[src/rtl/uart_core.sv]
// rtl/uart_core.sv - full-duplex UART: shared baud tick generator, transmitter, oversampling receiver
module uart_core #(
  parameter int DATA_W     = 8,
  parameter int OVERSAMPLE = 16,
  parameter int DIV_W      = 16
) (
  input  logic              clock,
  input  logic              reset,
  input  logic              uart_en,
  input  logic [DIV_W-1:0]  baud_div,
  input  logic [1:0]        data_len,
  input  logic              parity_en,
  input  logic              parity_odd,
  input  logic              stop2,
  input  logic [DATA_W-1:0] tx_data,
  input  logic              tx_valid,
  output logic              tx_ready,
  output logic              tx_o,
  output logic              tx_busy,
  input  logic              rx_i,
  output logic [DATA_W-1:0] rx_data,
  output logic              rx_valid,
  input  logic              rx_ready,
  output logic              rx_busy,
  output logic              parity_err,
  output logic              frame_err,
  output logic              overrun
);

  localparam int PH_W = $clog2(OVERSAMPLE);
  localparam logic [PH_W-1:0] PH_LAST = PH_W'(OVERSAMPLE - 1);
  localparam logic [PH_W-1:0] PH_HALF = PH_W'(OVERSAMPLE / 2 - 1);

  typedef enum logic [2:0] {S_IDLE, S_START, S_DATA, S_PARITY, S_STOP} state_t;

  // Data bits per frame, clamped so a narrow build never indexes past its data width.
  function automatic logic [3:0] frame_bits(input logic [1:0] len);
    logic [3:0] n;
    n = 4'd5 + {2'b00, len};
    if (n > 4'(DATA_W)) n = 4'(DATA_W);
    return n;
  endfunction

  // ---------------------------------------------------------------- baud tick
  logic [DIV_W-1:0] tick_cnt;
  logic             tick_run;
  logic             tick;

  // The tick keeps running while a frame is still in flight so that
  // dropping uart_en lets the current frame finish instead of stalling it.
  assign tick_run = uart_en || tx_busy || rx_busy;
  assign tick     = tick_run && (tick_cnt == baud_div);

  // Free-running divider, parked at zero whenever nothing needs ticks.
  always_ff @(posedge clock) begin
    if (reset || !tick_run || tick) tick_cnt <= '0;
    else                            tick_cnt <= tick_cnt + 1'b1;
  end

  // ---------------------------------------------------------------- transmitter
  state_t            tx_state, tx_next;
  logic [DATA_W-1:0] tx_shift;
  logic [DATA_W-1:0] tx_mask;
  logic [3:0]        tx_nbits;
  logic              tx_par_en, tx_stop2, tx_par_bit;
  logic [PH_W-1:0]   tx_phase;
  logic [2:0]        tx_bit;
  logic              tx_accept, tx_bit_end, tx_last_data, tx_last_stop;

  assign tx_ready     = uart_en && (tx_state == S_IDLE);
  assign tx_accept    = tx_valid && tx_ready;
  assign tx_busy      = (tx_state != S_IDLE);
  assign tx_bit_end   = tick && (tx_phase == PH_LAST);
  assign tx_last_data = ({1'b0, tx_bit} == tx_nbits - 4'd1);
  assign tx_last_stop = (tx_bit[0] == tx_stop2);
  assign tx_mask      = DATA_W'((32'd1 << frame_bits(data_len)) - 32'd1);

  // TX state register.
  always_ff @(posedge clock) begin
    if (reset) tx_state <= S_IDLE;
    else       tx_state <= tx_next;
  end

  // TX next-state: every bit lasts OVERSAMPLE ticks; parity state only when enabled.
  always_comb begin
    tx_next = tx_state;
    case (tx_state)
      S_IDLE:   if (tx_accept) tx_next = S_START;
      S_START:  if (tx_bit_end) tx_next = S_DATA;
      S_DATA:   if (tx_bit_end && tx_last_data) tx_next = tx_par_en ? S_PARITY : S_STOP;
      S_PARITY: if (tx_bit_end) tx_next = S_STOP;
      S_STOP:   if (tx_bit_end && tx_last_stop) tx_next = S_IDLE;
      default:  tx_next = S_IDLE;
    endcase
  end

  // Serial line level decoded from the current state; idle and stop are high.
  always_comb begin
    tx_o = 1'b1;
    case (tx_state)
      S_START:  tx_o = 1'b0;
      S_DATA:   tx_o = tx_shift[0];
      S_PARITY: tx_o = tx_par_bit;
      default:  tx_o = 1'b1;
    endcase
  end

  // TX datapath: latch byte and format on accept, then step phase/bit counters.
  always_ff @(posedge clock) begin
    if (reset) begin
      tx_shift   <= '0;
      tx_nbits   <= 4'd5;
      tx_par_en  <= 1'b0;
      tx_stop2   <= 1'b0;
      tx_par_bit <= 1'b0;
      tx_phase   <= '0;
      tx_bit     <= '0;
    end else if (tx_accept) begin
      tx_shift   <= tx_data;
      tx_nbits   <= frame_bits(data_len);
      tx_par_en  <= parity_en;
      tx_stop2   <= stop2;
      tx_par_bit <= (^(tx_data & tx_mask)) ^ parity_odd;
      tx_phase   <= '0;
      tx_bit     <= '0;
    end else if (tick && tx_state != S_IDLE) begin
      tx_phase <= tx_phase + 1'b1;
      if (tx_bit_end) begin
        tx_phase <= '0;
        if (tx_state == S_DATA) begin
          tx_shift <= tx_shift >> 1;
          tx_bit   <= tx_last_data ? 3'd0 : tx_bit + 3'd1;
        end else if (tx_state == S_STOP) begin
          tx_bit <= tx_bit + 3'd1;
        end
      end
    end
  end

  // ---------------------------------------------------------------- receiver
  state_t            rx_state, rx_next;
  logic              rx_s1, rx_s2, rx_prev;
  logic [DATA_W-1:0] rx_shift;
  logic [3:0]        rx_nbits;
  logic [3:0]        rx_align;
  logic              rx_par_en, rx_stop2;
  logic              rx_par, rx_perr, rx_ferr;
  logic [PH_W-1:0]   rx_phase;
  logic [2:0]        rx_bit;
  logic              rx_start, rx_half, rx_samp, rx_last_data, rx_done;

  assign rx_busy      = (rx_state != S_IDLE);
  assign rx_start     = (rx_state == S_IDLE) && uart_en && rx_prev && !rx_s2;
  assign rx_half      = tick && (rx_phase == PH_HALF);
  assign rx_samp      = tick && (rx_phase == PH_LAST);
  assign rx_last_data = ({1'b0, rx_bit} == rx_nbits - 4'd1);
  assign rx_done      = (rx_state == S_STOP) && rx_samp && (rx_bit[0] == rx_stop2);
  assign rx_align     = 4'(DATA_W) - rx_nbits;

  // Two-flop synchroniser plus one delayed copy for falling-edge detection.
  always_ff @(posedge clock) begin
    if (reset) begin
      rx_s1   <= 1'b1;
      rx_s2   <= 1'b1;
      rx_prev <= 1'b1;
    end else begin
      rx_s1   <= rx_i;
      rx_s2   <= rx_s1;
      rx_prev <= rx_s2;
    end
  end

  // RX state register.
  always_ff @(posedge clock) begin
    if (reset) rx_state <= S_IDLE;
    else       rx_state <= rx_next;
  end

  // RX next-state: half-bit check of the start bit, then mid-bit samples.
  always_comb begin
    rx_next = rx_state;
    case (rx_state)
      S_IDLE:   if (rx_start) rx_next = S_START;
      S_START:  if (rx_half) rx_next = rx_s2 ? S_IDLE : S_DATA;
      S_DATA:   if (rx_samp && rx_last_data) rx_next = rx_par_en ? S_PARITY : S_STOP;
      S_PARITY: if (rx_samp) rx_next = S_STOP;
      S_STOP:   if (rx_done) rx_next = S_IDLE;
      default:  rx_next = S_IDLE;
    endcase
  end

  // RX datapath: shift data in from the top, accumulate parity and stop errors.
  always_ff @(posedge clock) begin
    if (reset) begin
      rx_shift  <= '0;
      rx_nbits  <= 4'd5;
      rx_par_en <= 1'b0;
      rx_stop2  <= 1'b0;
      rx_par    <= 1'b0;
      rx_perr   <= 1'b0;
      rx_ferr   <= 1'b0;
      rx_phase  <= '0;
      rx_bit    <= '0;
    end else if (rx_start) begin
      rx_shift  <= '0;
      rx_nbits  <= frame_bits(data_len);
      rx_par_en <= parity_en;
      rx_stop2  <= stop2;
      rx_par    <= parity_odd;
      rx_perr   <= 1'b0;
      rx_ferr   <= 1'b0;
      rx_phase  <= '0;
      rx_bit    <= '0;
    end else if (tick && rx_state != S_IDLE) begin
      rx_phase <= rx_phase + 1'b1;
      if (rx_state == S_START) begin
        if (rx_half) rx_phase <= '0;
      end else if (rx_samp) begin
        rx_phase <= '0;
        case (rx_state)
          S_DATA: begin
            rx_shift <= {rx_s2, rx_shift[DATA_W-1:1]};
            rx_par   <= rx_par ^ rx_s2;
            rx_bit   <= rx_last_data ? 3'd0 : rx_bit + 3'd1;
          end
          S_PARITY: rx_perr <= rx_par ^ rx_s2;
          S_STOP: begin
            if (!rx_s2) rx_ferr <= 1'b1;
            rx_bit <= rx_bit + 3'd1;
          end
          default: ;
        endcase
      end
    end
  end

  // Frame completion: deliver the byte or flag overrun, pulse error strobes.
  always_ff @(posedge clock) begin
    if (reset) begin
      rx_data    <= '0;
      rx_valid   <= 1'b0;
      parity_err <= 1'b0;
      frame_err  <= 1'b0;
      overrun    <= 1'b0;
    end else begin
      parity_err <= rx_done && rx_perr;
      frame_err  <= rx_done && (rx_ferr || !rx_s2);
      overrun    <= rx_done && rx_valid;
      if (rx_done && !rx_valid) begin
        rx_data  <= rx_shift >> rx_align;
        rx_valid <= 1'b1;
      end else if (rx_valid && rx_ready) begin
        rx_valid <= 1'b0;
      end
    end
  end

endmodule

[config.mk]
export PLATFORM = sky130hd
export DESIGN_NAME = uart_core
export DESIGN_NICKNAME = d
export VERILOG_FILES = /design/src/rtl/uart_core.sv
export SDC_FILE = /design/constraint.sdc
export NUM_CORES = 1
export LEC_CHECK = 0
export ABC_AREA = 0
export BUFFER_PORTS_ARGS = -buffer_cell sky130_fd_sc_hd__buf_2
export CAP_MARGIN = 20
export CORE_MARGIN = 1.5
export CORE_UTILIZATION = 41
export CTS_CLUSTER_SIZE = 25
export DETAILED_ROUTE_END_ITERATION = 10
export PLACE_DENSITY = 0.55
export SLEW_MARGIN = 10
export SYNTH_ARGS = -nofsm -noshare
export SYNTH_HDL_FRONTEND = slang
export SYNTH_SLANG_ARGS = --single-unit
[constraint.sdc]
create_clock -name clock -period 2.95 [get_ports clock]
set_clock_uncertainty 0.15 [all_clocks]
set_input_delay 0.1475 -clock clock [delete_from_list [all_inputs] [get_ports clock]]
set_output_delay 0.1475 -clock clock [all_outputs]
set_load 0.03 [all_outputs]
==> impl_metrics.prom, run 1 <==
# TYPE chip_impl_metric gauge
chip_impl_metric{name="synth_cell_types",unit=""} 62
chip_impl_metric{name="final-hold-violation-count",unit=""} 0
chip_impl_metric{name="count_of_unresolved_drc_violations_after_routing",unit=""} 0
chip_impl_metric{name="report.power.total",unit="W"} 0.00249
chip_impl_info{name="status",value="complete, no violations"} 1
chip_impl_metric{name="route.detailed.vias_per_inst",unit=""} 5.22
chip_impl_info{name="final_cell_mix",value="83 x sky130_fd_sc_hd__dfxtp_1, 80 x sky130_fd_sc_hd__nand2_1, 65 x sky130_fd_sc_hd__nor2_1, 50 x sky130_fd_sc_hd__buf_2, 32 x sky130_fd_sc_hd__xnor2_1"} 1
chip_impl_metric{name="hpwlAfterDp",unit="um"} 7340
chip_impl_info{name="cpMaxStageDelayCell",value="sky130_fd_sc_hd__dlygate4sd3_1"} 1
chip_impl_metric{name="worstSkewPairLatency",unit="ns"} 0.37
chip_impl_info{name="path_cells",value="dlygate4sd3_1 > buf_2 > ha_1 > nor2b_1 > inv_1 > ha_1 > nor2b_1 > xnor2_1 > xnor2_1 > xnor3_1 > nand2_1 > o211ai_1"} 1
chip_impl_metric{name="cp.required",unit="ns"} 3.05
chip_impl_metric{name="cp_max_fo",unit=""} 8
chip_impl_metric{name="antenna_found_initial",unit=""} 0
chip_impl_metric{name="post_cts.repair.setup_buffers",unit=""} 0
chip_impl_metric{name="final_area",unit="um^2"} 5250
chip_impl_metric{name="dr.pass1.iters",unit=""} 4
chip_impl_metric{name="ir_worst_vdd",unit="V"} 0.000209
chip_impl_metric{name="ys_async_sr_fraction",unit="%"} 0
chip_impl_metric{name="post_cts_hold_buffer_count",unit=""} 13
chip_impl_metric{name="grt_start_max_net_pins",unit=""} 33
chip_impl_metric{name="numPortBuffers",unit=""} 50
chip_impl_metric{name="grt_pass1_vias",unit=""} 3694
chip_impl_metric{name="leakage",unit="nW"} 2.14
chip_impl_metric{name="critPathArrivalTime",unit="ns"} 2.80
chip_impl_metric{name="post_synthesis_instance_area",unit="um^2"} 4530
chip_impl_metric{name="timing.hold.ws",unit="ns"} 0.0353
chip_impl_info{name="final_common_cell",value="sky130_fd_sc_hd__dfxtp_1"} 1
chip_impl_metric{name="worst_slew_pin_slew",unit="ns"} 0.657
chip_impl_metric{name="grt_pass1_wl",unit="um"} 17000
chip_impl_metric{name="dieArea",unit="um^2"} 11700
chip_impl_metric{name="area_post_placement",unit="um^2"} 4900
chip_impl_metric{name="synthesis.instances",unit=""} 542
chip_impl_metric{name="antenna-diode-count",unit=""} 0
chip_impl_metric{name="ios",unit=""} 51
chip_impl_info{name="cts_tree",value="done"} 1
chip_impl_metric{name="finalSetupTns",unit="ns"} 0
chip_impl_metric{name="die_w",unit="um"} 108
chip_impl_info{name="start_kind",value="input pin"} 1
chip_impl_metric{name="routed_wire_length_per_instance",unit="um"} 13.6
chip_impl_metric{name="fp.coreArea",unit="um^2"} 10800
chip_impl_metric{name="core.rowCount",unit=""} 38
chip_impl_metric{name="initial_utilization",unit="%"} 42.0
chip_impl_metric{name="seqCellArea",unit="um^2"} 1660
chip_impl_metric{name="track_usage",unit="%"} 18.5
chip_impl_metric{name="post-route-util",unit="%"} 48.7
chip_impl_metric{name="nets",unit=""} 650
chip_impl_metric{name="synth-seq-area-share",unit="%"} 36.7
chip_impl_metric{name="maximum_buffer_depth_of_the_clock_tree",unit=""} 2
chip_impl_metric{name="layout-drive-gt1-share",unit="%"} 15.7
chip_impl_metric{name="fmaxAchievable",unit="MHz"} 371
chip_impl_metric{name="cap_viol_max_count",unit=""} 0
chip_impl_metric{name="first_iter_violations",unit=""} 173
chip_impl_info{name="clockRootBuffer",value="sky130_fd_sc_hd__clkbuf_8"} 1
chip_impl_metric{name="post_cts_resize_count",unit=""} 0
chip_impl_metric{name="multi_input_comb_area",unit="um^2"} 2650
chip_impl_metric{name="placer_congestion",unit=""} 0.864
chip_impl_metric{name="num-fill-cells",unit=""} 1046
chip_impl_metric{name="grt-ovfl-total",unit=""} 0
chip_impl_metric{name="post_synth.cell_area_avg",unit="um^2"} 8.36
chip_impl_metric{name="slowest_delay",unit="ns"} 0.52
chip_impl_metric{name="finalSetupViolations",unit=""} 0
chip_impl_metric{name="area_growth_syn_to_layout",unit="%"} 15.9
chip_impl_metric{name="tritoncts_buffers",unit=""} 9
chip_impl_metric{name="yosys_register_bits",unit=""} 83
chip_impl_metric{name="postRouteWirelength",unit="um"} 10100
chip_impl_metric{name="ctsHtreeMaxLevel",unit=""} 3
chip_impl_metric{name="cts_sinks",unit=""} 83
chip_impl_metric{name="synth_enable_flop_cells",unit=""} 0
chip_impl_metric{name="power_density",unit="nW/um^2"} 473
chip_impl_metric{name="die_y",unit="um"} 108
chip_impl_metric{name="detail-route-antenna-nets",unit=""} 0
chip_impl_metric{name="maxSlewHeadroom",unit="%"} 56.1
chip_impl_metric{name="timing.final.crit_period",unit="ns"} 2.69
chip_impl_info{name="class_of_the_most_critical_hold_timing_path",value="in2reg"} 1
chip_impl_info{name="critical_path_sink_type",value="flop"} 1
chip_impl_metric{name="clk_transition_reported_paths",unit="ns"} 0.08
chip_impl_metric{name="yosysWarnings",unit=""} 0
chip_impl_info{name="ys.flop_type",value="sky130_fd_sc_hd__dfxtp_1"} 1
chip_impl_metric{name="share_of_the_clock_period_used_by_the_worst_path_after_layout",unit="%"} 91.3
chip_impl_info{name="criticalPathCategory",value="in2reg"} 1
chip_impl_info{name="rsz0062_at_grt",value="false"} 1
chip_impl_metric{name="mappedNetlistNets",unit=""} 592
chip_impl_metric{name="timing.final.max_slew_violations",unit=""} 0
chip_impl_metric{name="detailroute.via_count",unit=""} 3886
cell type report:
class / count / share of cell area [%]
clock buffer: 12 / 2.95
clock inverter: 4 / 1.38
inverter: 20 / 1.43
multi-input combinational: 414 / 50.5
sequential: 83 / 31.6
tap: 140 / 3.33
timing repair buffer: 72 / 8.76
worst max-delay path, delay by kind of cell:
kind / cells / cell delay (ns)
simple gates: 3 / 0.50
fa+ha+maj: 2 / 0.61
buf+inv: 3 / 0.80
xor+xnor: 3 / 0.66
compound gates: 1 / 0.07
path summary, 6_finish.rpt:
path	cells past startpoint	slack [ns]	endpoint	startpoint
worst max-delay path	12	0.26	tx_par_bit	data_len[0]
worst max register to register	8	0.46	tx_state[2]	tx_nbits[0]
worst min-delay path	3	0.04	tx_shift[7]	tx_data[7]
worst min register to register	1	0.27	rx_s2	rx_s1
power breakdown:
| group | switching [W] | total, W | internal [W] |
|---|---|---|---|
| clock network | 0.000422 | 0.000944 | 0.000522 |
| registers | 0.0000289 | 0.00118 | 0.00115 |
| logic | 0.000216 | 0.000363 | 0.000147 |
| total | 0.000667 | 0.00249 | 0.00182 |
routing by layer:
metal	vias up	wire, um	track usage, %
met4	0	192	8.74
met2	75	4800	31.5
met5	-	0	0
li1	2001	-	-
met3	15	361	3.25
met1	1795	4750	22.7
through the flow:
stage,setup slack [ns],cells
after floorplan,0.546,542
after global placement,0.492,716
after detailed placement,0.419,716
after CTS,0.292,745
after global routing,0.0375,745
final,0.255,745
flip-flops by register name (all words and copies together), names as in the netlist, 4 cells and up:
name / count
tick_cnt: 16
rx_data: 8
rx_shift: 8
tx_shift: 8
rx_nbits: 4
rx_phase: 4
tx_nbits: 4
tx_phase: 4
Yosys cell counts, types with 3 or more instances:
| master | number | share of area, % |
|---|---|---|
| sky130_fd_sc_hd__nand3b_1 | 6 | 0.99 |
| sky130_fd_sc_hd__xor2_1 | 17 | 3.3 |
| sky130_fd_sc_hd__nand2_1 | 80 | 6.6 |
| sky130_fd_sc_hd__a311oi_1 | 8 | 1.5 |
| sky130_fd_sc_hd__mux2i_1 | 15 | 3.3 |
| sky130_fd_sc_hd__nor3b_1 | 3 | 0.50 |
| sky130_fd_sc_hd__nor3_1 | 9 | 0.99 |
| sky130_fd_sc_hd__buf_6 | 3 | 0.75 |
| sky130_fd_sc_hd__and3_1 | 5 | 0.69 |
| sky130_fd_sc_hd__dfxtp_1 | 83 | 37 |
| sky130_fd_sc_hd__or2_2 | 5 | 0.69 |
| sky130_fd_sc_hd__o21ai_0 | 16 | 1.8 |
| sky130_fd_sc_hd__nand3_1 | 20 | 2.2 |
| sky130_fd_sc_hd__nor2b_1 | 6 | 0.83 |
| sky130_fd_sc_hd__xnor2_1 | 32 | 6.2 |
| sky130_fd_sc_hd__clkbuf_1 | 10 | 0.83 |
| sky130_fd_sc_hd__a31oi_1 | 7 | 0.97 |
| sky130_fd_sc_hd__inv_1 | 20 | 1.7 |
| sky130_fd_sc_hd__buf_2 | 8 | 0.88 |
| sky130_fd_sc_hd__a211oi_1 | 4 | 0.66 |
| sky130_fd_sc_hd__o21a_1 | 4 | 0.66 |
| sky130_fd_sc_hd__mux2_2 | 4 | 0.99 |
| sky130_fd_sc_hd__a21oi_1 | 23 | 2.5 |
| sky130_fd_sc_hd__a22oi_1 | 3 | 0.50 |
| sky130_fd_sc_hd__nand2b_1 | 3 | 0.41 |
| sky130_fd_sc_hd__o211ai_1 | 5 | 0.83 |
| sky130_fd_sc_hd__ha_1 | 15 | 4.1 |
| sky130_fd_sc_hd__nor2_1 | 65 | 5.4 |
| sky130_fd_sc_hd__nand4_1 | 12 | 1.7 |
| sky130_fd_sc_hd__or3_1 | 5 | 0.69 |
kinds of logic (layout without fill, tap and decap cells):
group                      count (synthesis)  after routing  synth area share [%]
xor gates and xnor gates                  51             51                  10.3
buffers and inverters                     45            108                  4.78
muxes                                     22             22                  5.55
DFF                                       83             83                  36.7
adders and majority gates                 15             15                  4.14
AOI/OAI and AO/OA                         90             90                  13.1
and+or+nand+nor                          236            236                  25.4
Note: power is estimated with default switching activity, not from simulation.
==> run 2: changes to the inputs <==
PLACE_DENSITY = 0.58   (was 0.55)
clock period = 2.4 ns   (was 2.95 ns; I/O delays follow)
==> run 2 against run 1 <==
Compared with the run above:
- design area rose by 3.0%
- total power is 17% higher
- global-route usage about the same
- final cell count is 2.7% higher
- via count rose by 1.8%
- critical endpoint is now tx_state[2]
- wire length increased by 4.3%
- largest power group unchanged
- sequential power is 23% higher
- critical path depth decreased by 4
- clock-buffer cell count increased by 3
- worst setup slack got worse by 0.12 ns
- critical path type is now reg2reg
- highest routed layer unchanged
- first-iteration DRC count increased by 1.7%
==> impl_metrics.prom, run 2 (same netlist as run 1, synthesis figures left out) <==
# TYPE chip_impl_metric gauge
chip_impl_metric{name="p_sw",unit="W"} 0.000798
chip_impl_metric{name="cp_max_fo",unit=""} 4
chip_impl_metric{name="clk_transition_reported_paths",unit="ns"} 0.07
chip_impl_metric{name="timing.final.crit_period",unit="ns"} 2.26
chip_impl_metric{name="track_usage",unit="%"} 18.6
chip_impl_info{name="worstHoldStart",value="reset"} 1
chip_impl_metric{name="dr.pass1.iters",unit=""} 5
chip_impl_info{name="regToRegStartpoint",value="tx_nbits[1]"} 1
chip_impl_metric{name="fp.coreArea",unit="um^2"} 10800
chip_impl_metric{name="worstSkewPairLatency",unit="ns"} 0.36
chip_impl_metric{name="detailroute.via_count",unit=""} 3956
chip_impl_metric{name="initial_utilization",unit="%"} 42.0
chip_impl_metric{name="tritoncts_buffers",unit=""} 9
chip_impl_metric{name="grt_pass1_wl",unit="um"} 17200
chip_impl_metric{name="routed_wire_length_per_instance",unit="um"} 13.8
chip_impl_metric{name="cts_sinks",unit=""} 83
chip_impl_metric{name="antenna-diode-count",unit=""} 0
chip_impl_info{name="cts_tree",value="done"} 1
chip_impl_info{name="holdPathEnd",value="frame_err"} 1
chip_impl_metric{name="fmaxAchievable",unit="MHz"} 442
chip_impl_metric{name="power.sequential.fraction",unit="%"} 49.7
chip_impl_metric{name="core.rowCount",unit=""} 38
chip_impl_metric{name="maximum_buffer_depth_of_the_clock_tree",unit=""} 2
chip_impl_metric{name="power_density",unit="nW/um^2"} 537
chip_impl_metric{name="worst_slew_pin_slew",unit="ns"} 0.641
chip_impl_metric{name="layoutNonFillerInstCount",unit=""} 765
chip_impl_metric{name="numPortBuffers",unit=""} 50
chip_impl_metric{name="grt-ovfl-total",unit=""} 0
chip_impl_metric{name="share_of_the_clock_period_used_by_the_worst_path_after_layout",unit="%"} 94.2
chip_impl_metric{name="grt_pass1_vias",unit=""} 3707
chip_impl_metric{name="ios",unit=""} 51
chip_impl_metric{name="cp.required",unit="ns"} 2.53
chip_impl_metric{name="leakage",unit="nW"} 2.24
chip_impl_metric{name="netSwitchingFraction",unit="%"} 27.4
chip_impl_info{name="critical_path_sink_type",value="flop"} 1
chip_impl_metric{name="critPathArrivalTime",unit="ns"} 2.39
chip_impl_metric{name="final-hold-violation-count",unit=""} 0
chip_impl_info{name="clockRootBuffer",value="sky130_fd_sc_hd__clkbuf_8"} 1
chip_impl_metric{name="largest_register_ffs",unit=""} 16
chip_impl_metric{name="dp_cells",unit=""} 731
chip_impl_info{name="status",value="complete, no violations"} 1
chip_impl_metric{name="finalSetupViolations",unit=""} 0
chip_impl_metric{name="num-fill-cells",unit=""} 1035
chip_impl_metric{name="finalSetupTns",unit="ns"} 0
chip_impl_metric{name="route.detailed.vias_per_inst",unit=""} 5.17
chip_impl_metric{name="maxSlewHeadroom",unit="%"} 57.1
chip_impl_metric{name="hpwlAfterDp",unit="um"} 7420
chip_impl_metric{name="seqCellArea",unit="um^2"} 1670
chip_impl_metric{name="postRouteWirelength",unit="um"} 10500
chip_impl_metric{name="grt_start_max_net_pins",unit=""} 29
chip_impl_metric{name="ctsHtreeMaxLevel",unit=""} 3
chip_impl_info{name="rsz0062_at_grt",value="false"} 1
chip_impl_metric{name="nets",unit=""} 670
chip_impl_info{name="max_flop_register",value="tick_cnt"} 1
chip_impl_metric{name="power_frac_comb",unit="%"} 16.7
chip_impl_metric{name="dieArea",unit="um^2"} 11700
chip_impl_info{name="reg2reg_to",value="tx_state[2]"} 1
chip_impl_info{name="final_cell_mix",value="80 x sky130_fd_sc_hd__nand2_1, 80 x sky130_fd_sc_hd__dfxtp_1, 65 x sky130_fd_sc_hd__nor2_1, 50 x sky130_fd_sc_hd__buf_2, 32 x sky130_fd_sc_hd__xnor2_1"} 1
chip_impl_info{name="start_kind",value="flop"} 1
chip_impl_metric{name="ir_worst_vdd",unit="V"} 0.000251
chip_impl_metric{name="timing.final.max_slew_violations",unit=""} 0
chip_impl_metric{name="die_w",unit="um"} 108
chip_impl_metric{name="min_delay_path_depth",unit=""} 3
chip_impl_metric{name="r2r.worst_path.cells",unit=""} 8
chip_impl_metric{name="detail-route-antenna-nets",unit=""} 0
chip_impl_metric{name="area_growth_syn_to_layout",unit="%"} 19.4
chip_impl_metric{name="placer_congestion",unit=""} 0.880
chip_impl_metric{name="die_y",unit="um"} 108
chip_impl_metric{name="cellInternalPower",unit="W"} 0.00211
chip_impl_metric{name="count_of_unresolved_drc_violations_after_routing",unit=""} 0
chip_impl_metric{name="antenna_found_initial",unit=""} 0
chip_impl_metric{name="multi_input_comb_area",unit="um^2"} 2660
chip_impl_metric{name="layout-drive-gt1-share",unit="%"} 18.7
chip_impl_metric{name="power_share_of_the_clock_group",unit="%"} 33.5
chip_impl_metric{name="rrSetupSlack",unit="ns"} 0.14
chip_impl_metric{name="first_iter_violations",unit=""} 176
chip_impl_info{name="criticalPathCategory",value="reg2reg"} 1
chip_impl_info{name="class_of_the_most_critical_hold_timing_path",value="in2reg"} 1
chip_impl_metric{name="cap_viol_max_count",unit=""} 0
## run 2: cell types whose count changed in the layout (fill, tap and decap cells not counted), moves of 2 or more
| cell | delta |
|---|---|
| sky130_fd_sc_hd__buf_4 | +17 |
| sky130_fd_sc_hd__dfxtp_1 | -3 |
| sky130_fd_sc_hd__dfxtp_2 | +3 |
| sky130_fd_sc_hd__bufinv_16 | -2 |
| sky130_fd_sc_hd__clkbuf_8 | +2 |
## run 2: timing repair
action,4_1_cts,5_1_grt
setup endpoints to repair,1,4
pin swaps,0,4
cloned,0,1
gates resized for setup,1,3
endpoints found under the hold margin,17,0
hold buffers,14,0
buffers inserted,0,3
## run 2: power groups by stage
| stage | clock [W] | sequential, W | combinational [W] |
|---|---|---|---|
| 6_report | 0.000975 | 0.00145 | 0.000486 |
| 5_1_grt | 0.00106 | 0.00145 | 0.000536 |
| 4_1_cts | 0.00102 | 0.00144 | 0.000486 |
| 3_5_place_dp | 0 | 0.00148 | 0.000465 |
| 3_3_place_gp | 0 | 0.00148 | 0.000459 |
| 2_1_floorplan | 0 | 0.00147 | 0.000329 |
## run 2: final cells by class
| type | instances | area share, % |
|---|---|---|
| multi-input combinational | 414 | 49.2 |
| sequential | 83 | 30.8 |
| timing repair buffer | 92 | 11.9 |
| clock buffer | 15 | 3.45 |
| tap | 140 | 3.24 |
| inverter | 20 | 1.39 |
| clock inverter | 1 | 0.0925 |
## run 2: worst max path at each step
stage | start | to | slack (ns) | cells past startpoint
6_report | tx_nbits[1] | tx_state[2] | 0.14 | 8
5_1_grt | tx_nbits[1] | tx_state[2] | 0.02 | 8
4_1_cts | tx_nbits[1] | tx_state[2] | 0.06 | 8
3_5_place_dp | tx_nbits[1] | tx_state[2] | 0.007 | 8
3_3_place_gp | data_len[0] | tx_par_bit | 0.10 | 11
2_1_floorplan | tx_state[2] | rx_state[1] | 0.02 | 8
## run 2: critical path, stage by stage (launching register included)
cell and delay [ns]:
sky130_fd_sc_hd__dfxtp_1 0.37, sky130_fd_sc_hd__inv_1 0.06, sky130_fd_sc_hd__ha_1 0.19, sky130_fd_sc_hd__xor2_1 0.16
sky130_fd_sc_hd__or4b_1 0.49, sky130_fd_sc_hd__a211oi_2 0.24, sky130_fd_sc_hd__nand2_1 0.08, sky130_fd_sc_hd__a22oi_1 0.23
sky130_fd_sc_hd__nor3b_1 0.22
## run 2: metrics by stage
stage               total power [W]  instance area [um^2]  hold WS, ns  setup slack, ns  util [%]
floorplan                   0.00180                  4530       0.0738           0.0163         -
global placement            0.00193                  5010        0.155            0.103      46.4
detailed placement          0.00194                  5010        0.157          0.00742      46.4
CTS                         0.00295                  5350       0.0196           0.0633      49.5
global route                0.00305                  5410       0.0551           0.0216      50.1
finish                      0.00291                  5410       0.0269            0.139      50.1
## run 2: metal layers
| metal | GRT usage [%] | wire length [um] | part of all wire (%) |
|---|---|---|---|
| met2 | 31.5 | 5010 | 48 |
| met4 | 8.55 | 191 | 1.8 |
| met1 | 23.4 | 5040 | 48 |
| met3 | 2.47 | 294 | 2.8 |
| met5 | 0 | 0 | 0 |
==> run 3: changes to the inputs <==
CTS_BUF_LIST = sky130_fd_sc_hd__clkbuf_8   (was default)
==> run 3 against run 2 <==
Compared with the run above:
- sequential share of layout area is the same
- total power shrank 0.27%
- global-route usage is the same
- register-to-register slack is essentially flat
- sequential power is essentially flat
- first-iteration DRC count is the same
- non-clock buffer count is the same
- critical path depth is the same
- worst setup slack is essentially flat
- fmax is essentially flat
- clock-buffer cell count shrank 2
==> impl_metrics.prom, run 3 (same netlist as run 1, synthesis figures left out) <==
# TYPE chip_impl_metric gauge
chip_impl_metric{name="cp_max_fo",unit=""} 4
chip_impl_metric{name="initial_utilization",unit="%"} 42.0
chip_impl_info{name="critical_path_sink_type",value="flop"} 1
chip_impl_metric{name="power.sequential.fraction",unit="%"} 49.9
chip_impl_metric{name="area_growth_syn_to_layout",unit="%"} 19.4
chip_impl_metric{name="cts_sinks",unit=""} 83
chip_impl_metric{name="die_w",unit="um"} 108
chip_impl_metric{name="nets",unit=""} 670
chip_impl_metric{name="ir_worst_vdd",unit="V"} 0.000251
chip_impl_metric{name="timing.final.max_slew_violations",unit=""} 0
chip_impl_info{name="worstHoldStart",value="reset"} 1
chip_impl_info{name="criticalPathCategory",value="reg2reg"} 1
chip_impl_metric{name="timing.final.crit_period",unit="ns"} 2.26
chip_impl_metric{name="power_share_of_the_clock_group",unit="%"} 33.4
chip_impl_info{name="clockRootBuffer",value="sky130_fd_sc_hd__clkbuf_8"} 1
chip_impl_metric{name="dieArea",unit="um^2"} 11700
chip_impl_metric{name="hpwlAfterDp",unit="um"} 7420
chip_impl_metric{name="routed_wire_length_per_instance",unit="um"} 13.8
chip_impl_metric{name="placer_congestion",unit=""} 0.880
chip_impl_metric{name="ios",unit=""} 51
chip_impl_info{name="path_cells",value="inv_1 > ha_1 > xor2_1 > or4b_1 > a211oi_2 > nand2_1 > a22oi_1 > nor3b_1"} 1
chip_impl_metric{name="maximum_buffer_depth_of_the_clock_tree",unit=""} 2
chip_impl_metric{name="first_iter_violations",unit=""} 176
chip_impl_metric{name="die_y",unit="um"} 108
chip_impl_metric{name="cp.required",unit="ns"} 2.53
chip_impl_metric{name="final-hold-violation-count",unit=""} 0
chip_impl_metric{name="power_density",unit="nW/um^2"} 536
chip_impl_info{name="rsz0062_at_grt",value="false"} 1
chip_impl_info{name="max_flop_register",value="tick_cnt"} 1
chip_impl_metric{name="tritoncts_buffers",unit=""} 9
chip_impl_metric{name="final_area",unit="um^2"} 5410
chip_impl_metric{name="fmaxAchievable",unit="MHz"} 442
chip_impl_metric{name="p_sw",unit="W"} 0.000798
chip_impl_metric{name="ctsHtreeMaxLevel",unit=""} 3
chip_impl_metric{name="grt_pass1_wl",unit="um"} 17200
chip_impl_info{name="status",value="complete, no violations"} 1
chip_impl_metric{name="report.power.total",unit="W"} 0.00290
chip_impl_info{name="setup.worst_path.start",value="tx_nbits[1]"} 1
chip_impl_metric{name="area_post_placement",unit="um^2"} 5010
chip_impl_metric{name="antenna-diode-count",unit=""} 0
chip_impl_info{name="cpMaxStageDelayCell",value="sky130_fd_sc_hd__or4b_1"} 1
chip_impl_metric{name="largest_register_ffs",unit=""} 16
chip_impl_info{name="regToRegStartpoint",value="tx_nbits[1]"} 1
chip_impl_metric{name="finalSetupViolations",unit=""} 0
chip_impl_metric{name="detail-route-antenna-nets",unit=""} 0
chip_impl_metric{name="postRouteWirelength",unit="um"} 10500
chip_impl_metric{name="track_usage",unit="%"} 18.6
chip_impl_metric{name="route.detailed.vias_per_inst",unit=""} 5.17
chip_impl_metric{name="slowest_delay",unit="ns"} 0.49
chip_impl_info{name="final_cell_mix",value="80 x sky130_fd_sc_hd__nand2_1, 80 x sky130_fd_sc_hd__dfxtp_1, 65 x sky130_fd_sc_hd__nor2_1, 50 x sky130_fd_sc_hd__buf_2, 32 x sky130_fd_sc_hd__xnor2_1"} 1
chip_impl_metric{name="cap_viol_max_count",unit=""} 0
chip_impl_metric{name="count_of_unresolved_drc_violations_after_routing",unit=""} 0
chip_impl_info{name="cts_tree",value="done"} 1
chip_impl_metric{name="leakage",unit="nW"} 2.24
chip_impl_metric{name="maxSlewHeadroom",unit="%"} 57.1
chip_impl_metric{name="critPathArrivalTime",unit="ns"} 2.39
chip_impl_metric{name="grt_pass1_vias",unit=""} 3707
chip_impl_metric{name="detailroute.via_count",unit=""} 3953
chip_impl_info{name="class_of_the_most_critical_hold_timing_path",value="in2reg"} 1
chip_impl_metric{name="cellInternalPower",unit="W"} 0.00210
chip_impl_metric{name="antenna_found_initial",unit=""} 0
chip_impl_metric{name="timing.hold.ws",unit="ns"} 0.0275
chip_impl_metric{name="core.rowCount",unit=""} 38
chip_impl_metric{name="layout-drive-gt1-share",unit="%"} 18.7
chip_impl_metric{name="finalSetupTns",unit="ns"} 0
chip_impl_metric{name="fp.coreArea",unit="um^2"} 10800
chip_impl_metric{name="netSwitchingFraction",unit="%"} 27.5
chip_impl_metric{name="share_of_the_clock_period_used_by_the_worst_path_after_layout",unit="%"} 94.2
chip_impl_metric{name="worst_slew_pin_slew",unit="ns"} 0.641
chip_impl_info{name="start_kind",value="flop"} 1
chip_impl_metric{name="numPortBuffers",unit=""} 50
chip_impl_metric{name="grt-ovfl-total",unit=""} 0
chip_impl_metric{name="grt_start_max_net_pins",unit=""} 29
chip_impl_metric{name="layoutNonFillerInstCount",unit=""} 765
chip_impl_metric{name="clk_transition_reported_paths",unit="ns"} 0.07
chip_impl_metric{name="dp_cells",unit=""} 731
chip_impl_metric{name="power_frac_comb",unit="%"} 16.8
chip_impl_metric{name="dr.pass1.iters",unit=""} 4
chip_impl_metric{name="worstSkewPairLatency",unit="ns"} 0.36
run 3: worst paths after layout:
kind / slack (ns) / cells past startpoint / endpoint
hold / removal: 0.03 / 3 / frame_err
setup reg to reg: 0.14 / 8 / tx_state[2]
hold reg to reg: 0.26 / 1 / rx_s2
setup / recovery: 0.14 / 8 / tx_state[2]
run 3: area by class of cell:
cell class                      count  area, um^2
Clock buffer                       13         179
Clock inverter                      3        12.5
Fill cell                        1035        5380
Inverter                           20        75.1
Multi-Input combinational cell    414        2660
Sequential cell                    83        1670
Tap cell                          140         175
Timing Repair Buffer               92         643
run 3: power groups by stage:
stage	logic (W)	clock network (W)	registers (W)
3_5_place_dp	0.000465	0	0.00148
3_3_place_gp	0.000459	0	0.00148
4_1_cts	0.000486	0.00101	0.00144
6_report	0.000486	0.000968	0.00145
5_1_grt	0.000536	0.00106	0.00145
2_1_floorplan	0.000329	0	0.00147
run 3: timing repair:
action	4_1_cts	5_1_grt
gates resized for setup	1	3
setup endpoints to repair	1	4
endpoints found under the hold margin	17	0
setup buffers	0	3
hold buffers	14	0
gates cloned	0	1
pin swaps	0	4
run 3: through the flow:
step / util, % / worst slack (ns)
2_1_floorplan: - / 0.0163
5_1_grt: 50.1 / 0.0216
6_report: 50.1 / 0.139
4_1_cts: 49.5 / 0.0633
3_5_place_dp: 46.4 / 0.00742
3_3_place_gp: 46.4 / 0.103
run 3: routing by layer:
layer / global-route usage [%] / routed length, um
met5: 0 / 0
met1: 23.4 / 5050
met2: 31.5 / 5000
met4: 8.55 / 191
met3: 2.47 / 290
run 3: worst max-delay path, delay by kind of cell, from the launching register on:
kind	cells	cell delay, ns
and+or+nand+nor	3	0.79
AOI/OAI and AO/OA	2	0.47
DFF	1	0.37
adders and majority gates	1	0.19
xor gates and xnor gates	1	0.16
buffers and inverters	1	0.06
